**src/rtl/mem_bus_arbiter.sv**
```systemverilog
`default_nettype none
// ============================================================================
//  Module   : mem_bus_arbiter
//  Purpose  : Round-robin arbiter between the I-cache (port 0) and the
//             D-cache (port 1) for the single 128-bit main-memory block port.
//             Each granted request runs as a fixed-latency memory access of
//             MEM_LAT cycles, followed by a one-cycle ack to the winner.
//  Options  : WRBUF_EN - adds a one-entry posted write buffer that acks
//             writes immediately and drains to memory when the bus is idle.
//  Revision : 1.0 - initial release
// ============================================================================
module mem_bus_arbiter #(
    parameter int ADDR_W  = 10,
    parameter int BLK_W   = 128,
    parameter int MEM_LAT = 4
) (
    input  logic              clk,
    input  logic              rst_n,
    input  logic              req0,
    input  logic              req1,
    input  logic              we0,
    input  logic              we1,
    input  logic [ADDR_W-1:0] addr0,
    input  logic [ADDR_W-1:0] addr1,
    input  logic [BLK_W-1:0]  wdata0,
    input  logic [BLK_W-1:0]  wdata1,
    output logic              ack0,
    output logic              ack1,
    output logic [BLK_W-1:0]  rdata0,
    output logic [BLK_W-1:0]  rdata1,
    output logic              mem_en,
    output logic              mem_we,
    output logic [ADDR_W-1:0] mem_addr,
    output logic [BLK_W-1:0]  mem_wdata,
    input  logic [BLK_W-1:0]  mem_rdata,
    output logic              busy
);

    localparam logic [1:0] c_st_idle   = 2'd0;
    localparam logic [1:0] c_st_access = 2'd1;
    localparam logic [1:0] c_st_resp   = 2'd2;
`ifdef WRBUF_EN
    localparam logic [1:0] c_st_drain  = 2'd3;
`endif

    // Counter is loaded with MEM_LAT-1 so that the access phase spans MEM_LAT cycles
    localparam logic [3:0]        c_lat_m1   = 4'(MEM_LAT - 1);
    // Clears the 16-byte block offset
    localparam logic [ADDR_W-1:0] c_blk_mask = {{(ADDR_W-4){1'b1}}, 4'b0000};

    logic [1:0]        r_state;
    logic [1:0]        w_state_nxt;
    logic [3:0]        r_cnt;
    logic              r_gnt;
    logic              r_rr;

    logic              w_any_req;
    logic              w_sel;
    logic              w_sel_we;
    logic [ADDR_W-1:0] w_sel_addr;
    logic [BLK_W-1:0]  w_sel_wdata;
    logic              w_go_access;

`ifdef WRBUF_EN
    logic              r_buf_valid;
    logic [ADDR_W-1:0] r_buf_addr;
    logic [BLK_W-1:0]  r_buf_data;
    logic              w_buf_hit;
    logic              w_go_post;
    logic              w_go_drain;
`endif

    // Pick the candidate port: round-robin pointer only matters when both request
    always_comb begin
        w_any_req = req0 | req1;
        if (req0 && req1) begin
            w_sel = r_rr;
        end else begin
            w_sel = req1 & ~req0;
        end
        w_sel_we    = w_sel ? we1    : we0;
        w_sel_addr  = w_sel ? addr1  : addr0;
        w_sel_wdata = w_sel ? wdata1 : wdata0;
`ifdef WRBUF_EN
        // A read of the block sitting in the buffer must see the posted data
        w_buf_hit   = r_buf_valid && ((w_sel_addr & c_blk_mask) == r_buf_addr);
`endif
    end

    // State register
    always_ff @(posedge clk or negedge rst_n) begin
        if (!rst_n) begin
            r_state <= c_st_idle;
        end else begin
            r_state <= w_state_nxt;
        end
    end

    // Next-state and grant decision
    always_comb begin
        w_state_nxt = r_state;
        w_go_access = 1'b0;
`ifdef WRBUF_EN
        w_go_post   = 1'b0;
        w_go_drain  = 1'b0;
`endif
        case (r_state)
            c_st_idle: begin
`ifdef WRBUF_EN
                if (w_any_req) begin
                    if (w_sel_we) begin
                        // Buffer full: empty it first, then re-arbitrate
                        if (!r_buf_valid) begin
                            w_go_post = 1'b1;
                        end else begin
                            w_go_drain = 1'b1;
                        end
                    end else if (w_buf_hit) begin
                        w_go_drain = 1'b1;
                    end else begin
                        w_go_access = 1'b1;
                    end
                end else if (r_buf_valid) begin
                    w_go_drain = 1'b1;
                end
                if (w_go_post) begin
                    w_state_nxt = c_st_resp;
                end else if (w_go_drain) begin
                    w_state_nxt = c_st_drain;
                end else if (w_go_access) begin
                    w_state_nxt = c_st_access;
                end
`else
                if (w_any_req) begin
                    w_go_access = 1'b1;
                    w_state_nxt = c_st_access;
                end
`endif
            end
            c_st_access: begin
                if (r_cnt == 4'd0) begin
                    w_state_nxt = c_st_resp;
                end
            end
            c_st_resp: begin
                w_state_nxt = c_st_idle;
            end
`ifdef WRBUF_EN
            c_st_drain: begin
                if (r_cnt == 4'd0) begin
                    w_state_nxt = c_st_idle;
                end
            end
`endif
            default: begin
                w_state_nxt = c_st_idle;
            end
        endcase
    end

    // State-decoded outputs; async reset drops them the moment rst_n falls
    always_comb begin
        ack0   = (r_state == c_st_resp) && !r_gnt;
        ack1   = (r_state == c_st_resp) &&  r_gnt;
`ifdef WRBUF_EN
        mem_en = (r_state == c_st_access) || (r_state == c_st_drain);
        busy   = (r_state != c_st_idle) || r_buf_valid;
`else
        mem_en = (r_state == c_st_access);
        busy   = (r_state != c_st_idle);
`endif
    end

    // Grant bookkeeping, memory command registers, latency counter and read data
    always_ff @(posedge clk or negedge rst_n) begin
        if (!rst_n) begin
            r_cnt       <= 4'd0;
            r_gnt       <= 1'b0;
            r_rr        <= 1'b0;
            mem_we      <= 1'b0;
            mem_addr    <= '0;
            mem_wdata   <= '0;
            rdata0      <= '0;
            rdata1      <= '0;
`ifdef WRBUF_EN
            r_buf_valid <= 1'b0;
            r_buf_addr  <= '0;
            r_buf_data  <= '0;
`endif
        end else begin
            case (r_state)
                c_st_idle: begin
                    if (w_go_access) begin
                        r_gnt     <= w_sel;
                        r_rr      <= ~w_sel;
                        mem_we    <= w_sel_we;
                        mem_addr  <= w_sel_addr & c_blk_mask;
                        mem_wdata <= w_sel_wdata;
                        r_cnt     <= c_lat_m1;
                    end
`ifdef WRBUF_EN
                    if (w_go_post) begin
                        r_gnt       <= w_sel;
                        r_rr        <= ~w_sel;
                        r_buf_valid <= 1'b1;
                        r_buf_addr  <= w_sel_addr & c_blk_mask;
                        r_buf_data  <= w_sel_wdata;
                    end
                    if (w_go_drain) begin
                        mem_we    <= 1'b1;
                        mem_addr  <= r_buf_addr;
                        mem_wdata <= r_buf_data;
                        r_cnt     <= c_lat_m1;
                    end
`endif
                end
                c_st_access: begin
                    if (r_cnt == 4'd0) begin
                        if (!mem_we) begin
                            if (r_gnt) begin
                                rdata1 <= mem_rdata;
                            end else begin
                                rdata0 <= mem_rdata;
                            end
                        end
                    end else begin
                        r_cnt <= r_cnt - 4'd1;
                    end
                end
`ifdef WRBUF_EN
                c_st_drain: begin
                    if (r_cnt == 4'd0) begin
                        r_buf_valid <= 1'b0;
                    end else begin
                        r_cnt <= r_cnt - 4'd1;
                    end
                end
`endif
                default: begin
                end
            endcase
        end
    end

endmodule
`default_nettype wire
```
**config.mk**
```make
export PLATFORM = sky130hd
export DESIGN_NAME = mem_bus_arbiter
export DESIGN_NICKNAME = d
export VERILOG_FILES = /design/src/rtl/mem_bus_arbiter.sv
export SDC_FILE = /design/constraint.sdc
export NUM_CORES = 1
export LEC_CHECK = 0
export ABC_CLOCK_PERIOD_IN_PS = 1960
export CORE_AREA = 2 2 314 316
export DETAILED_ROUTE_END_ITERATION = 7
export DIE_AREA = 0 0 316 318
export PLACE_DENSITY = 0.36
export SLEW_MARGIN = 25
export SYNTH_ARGS = -nofsm -noshare
export SYNTH_HDL_FRONTEND = slang
export SYNTH_SLANG_ARGS = --single-unit
```
**constraint.sdc**
```tcl
create_clock -name clk -period 1.96 [get_ports clk]
set_input_delay 0.294 -clock clk [delete_from_list [all_inputs] [get_ports clk]]
set_output_delay 0.294 -clock clk [all_outputs]
set_load 0.01 [all_outputs]
```
==> results.yml, run 1 <==
sta:
  max_freq_ghz: 0.5065
  rsz0062_at_grt: "true"
  tightestPinTransition_ns: 0.5103
  hold_viol: 0
  setup_slack_ns: -0.01438
  skew_ns: 0.01513
  slew_violations: 0
  max_slew_margin_pct: 65.98
  final.period_utilization_pct: 100.7
  post-route-min-period_ns: 1.974
  finalSetupViolCount: 2
status:
  status: "complete, but fails checks"
  violations: "setup timing"
setup_path:
  crit_type: "register to register"
  crit_required_ns: 2.45
  r2r-end: "rdata0[61]$_DFFE_PN0P_"
  startpoint: "r_cnt[0]$_DFFE_PN0P_"
  r2r_cells: 9
  worstPathMaxFanout: 9
  endpoint_kind: "register"
  ff2ff_setup_slack_ns: -0.01
  start_kind: "register"
  r2r_start: "r_cnt[0]$_DFFE_PN0P_"
  worstPathArrival_ns: 2.47
  crit_path_end: "rdata0[61]$_DFFE_PN0P_"
layout:
  area.growth.synth_to_final_pct: 78.63
  final_cells: 3262
  nNetsFinal: 2332
  final_layout_size_suffix_gt1_share_pct: 22.34
  final_util_pct: 29.17
  layout_common_cells: "763 x clkdlybuf4s50_1, 394 x dfrtp_1, 217 x mux2_2"
  layout_commonest_cell: "clkdlybuf4s50_1"
detailed_routing:
  first_iter_violations: 512
  via_per_inst: 3.997
  dr.pass1.iters: 6
  drt-wirelength-per-cell_um: 23.37
  vias: 13040
  drtAntennaViolNets: 0
  drcViolationCount: 0
  routed_wl_mm: 76.25
clocking:
  root_buffer: "clkbuf_16"
  clk_path_buf_depth: 3
  htree_levels: 2
  clock-sinks: 399
  clock_latency_ns: 0.62
  cts_inserted_buffers: 52
  cts_tree: "built"
  clk_pin_slew_ns: 0.05
die:
  dieArea_um2: 100500
  core_area_um2: 97410
  die_w_um: 316
  die_h_um: 318
  placementRows: 115
  initial_core_util_pct: 16.33
  pin_count: 809
flow_run:
  cap_violations: 0
synthesis:
  syn_inst: 1055
  postSynthAreaPerCell_um2: 15.08
  synth_area_leaders: "dfrtp_1 63%, mux2_2 16%, a221o_1 8.5%, a21boi_0 6.4%, mux2_1 2.2%"
  yosysTopAreaCellShare_pct: 62.78
  ys_seq_elements: 399
  ys_types: 32
  netlist_area_um2: 15910
  yosysWarnings: 0
  yosysTopAreaCell: "dfrtp_1"
  yosysSeqAreaShare_pct: 62.78
pwr:
  p_comb_share_pct: 47.1
  p_switching_w: 0.01509
  p_sw_share_pct: 32.79
  max-vdd-ir-drop_mv: 0.6060
  p_leak_nw: 11.66
  seqPwrFrac_pct: 31.9
  power_density_nw_per_um2: 1619
  power_frac_clock_pct: 21.0
  internal_power_w: 0.03092
global_route:
  grt_overflow_total: 0
  grt_pass1_vias: 14460
  antenna_found_initial: 23
  grt_max_degree: 49
  grtUsageTotal_pct: 14.54
  grt_pass1_wl_mm: 106.1
placed_design:
  place.gp.congestion: 0.7668
  port_buffers: 796
  dp_cells: 3115
  dpl.hpwl_mm: 55.34
min_path:
  hold_class: "input port to async pin"
==> cell type report <==
class                           count  area (um2)
Antenna cell                       14       35.03
Timing Repair Buffer              901        9455
Sequential cell                   399        9991
Clock inverter                     12       160.2
Clock buffer                       82        1544
Multi-Input combinational cell    562        5595
Inverter                            5       21.27
Tap cell                         1287        1610
Fill cell                        9797       69000
==> cells in the mapped netlist <==
cell and n:
or4b_1 1, clkbuf_1 35, or2_2 1, conb_1 1, ha_1 1, mux2_2 225
mux2i_1 2, o21ai_0 3, inv_1 4, mux2_1 31, and3b_1 1, buf_4 6
buf_1 8, nor2_2 1, nand2b_1 2, a221o_1 135, nor2_1 2, nand3_1 1
and2_1 2, inv_2 1, buf_6 2, buf_2 41, or4_1 1, nand4b_1 2
nand2_1 2, a21boi_0 135, nor3b_1 1, a21oi_1 4, nor3b_2 1, dfrtp_1 399
a21o_1 2, and3_1 2
==> metal layers <==
metal	vias to the layer above	share of wire (%)	global-route usage, %	wire length, um
met5	-	0.098	0	75
met4	12	2.7	5.118	2023
met3	108	9.0	5.550	6873
met2	537	52	26.31	39800
met1	6618	36	15.16	27480
li1	5762	-	-	-
==> flip-flops by register name (all words and copies together), names as in the netlist <==
signal     cells
rdata1       128
rdata0       128
mem_wdata    128
r_state        2
mem_we         1
r_gnt          1
r_rr           1
r_cnt          4
mem_addr       6
==> worst max-delay path: stages, from the launching register on <==
cell       delay (ns)
dfrtp_1          0.34
inv_1            0.05
ha_2             0.18
nor3b_2          0.14
buf_4            0.13
buf_4            0.14
nand3_4          0.11
buf_12           0.20
clkbuf_16        0.19
mux2_2           0.34
==> cells by family (layout without fill, tap and decap cells) <==
| kind of cell | Yosys count | after routing | synth area share, % |
|---|---|---|---|
| muxes | 258 | 258 | 18.25 |
| other | 1 | 18 | 0.02358 |
| buffers and inverters | 97 | 1000 | 2.848 |
| AOI/OAI and AO/OA | 279 | 279 | 15.18 |
| DFF | 399 | 399 | 62.78 |
| and+or+nand+nor | 20 | 20 | 0.8418 |
| adders and majority gates | 1 | 1 | 0.07865 |
==> power groups by stage <==
stage	combinational (W)	sequential, W	clock [W]
after floorplan	0.00638	0.0164	0
after global placement	0.0212	0.0147	0
after detailed placement	0.0212	0.0148	0
after CTS	0.0217	0.0147	0.0101
after global routing	0.0231	0.0152	0.0104
final	0.0217	0.0147	0.00966
==> per-stage QoR <==
stage | total power (W) | setup slack (ns) | hold slack, ns | TNS (ns) | area [um2]
3_5_place_dp | 0.03602 | -0.1075 | 0.2732 | -3.415 | 25920
4_1_cts | 0.04650 | -0.07164 | 0.1742 | -1.011 | 28000
5_1_grt | 0.04871 | -0.07287 | 0.2083 | -3.484 | 28400
2_1_floorplan | 0.02274 | 0.2044 | -0.001591 | 0 | 15920
3_3_place_gp | 0.03593 | -0.1075 | 0.2625 | -4.323 | 25920
6_report | 0.04601 | -0.01438 | 0.2059 | -0.02207 | 28410
==> worst min-delay path by stage <==
stage	start	endpoint	depth (start not counted)
global placement	rst_n	mem_wdata[62]$_DFFE_PN0P_	1
global route	rst_n	mem_wdata[66]$_DFFE_PN0P_	2
CTS	rst_n	mem_wdata[66]$_DFFE_PN0P_	2
detailed placement	rst_n	mem_wdata[66]$_DFFE_PN0P_	1
floorplan	rst_n	mem_addr[4]$_DFFE_PN0P_	0
finish	rst_n	mem_wdata[66]$_DFFE_PN0P_	2
==> repair_timing <==
item | CTS | global route
pin swaps | 3 | 3
buffers inserted | 19 | 7
hold buffers | 1 | 0
hold endpoints to repair | 52 | 0
gates resized for setup | 61 | 42
cloned | 5 | 10
setup endpoints to repair | 122 | 293
Note: power is estimated with default switching activity, not from simulation.
==> inputs of run 2 (changes only) <==
--- a/config.mk
+++ b/config.mk
@@ -6,6 +6,7 @@
 export NUM_CORES = 1
 export LEC_CHECK = 0
 export ABC_CLOCK_PERIOD_IN_PS = 1960
+export CAP_MARGIN = 20
 export CORE_AREA = 2 2 314 316
 export DETAILED_ROUTE_END_ITERATION = 7
 export DIE_AREA = 0 0 316 318
==> results of run 2 <==
The final DEF is identical to that of run 1; final timing and power are the same.
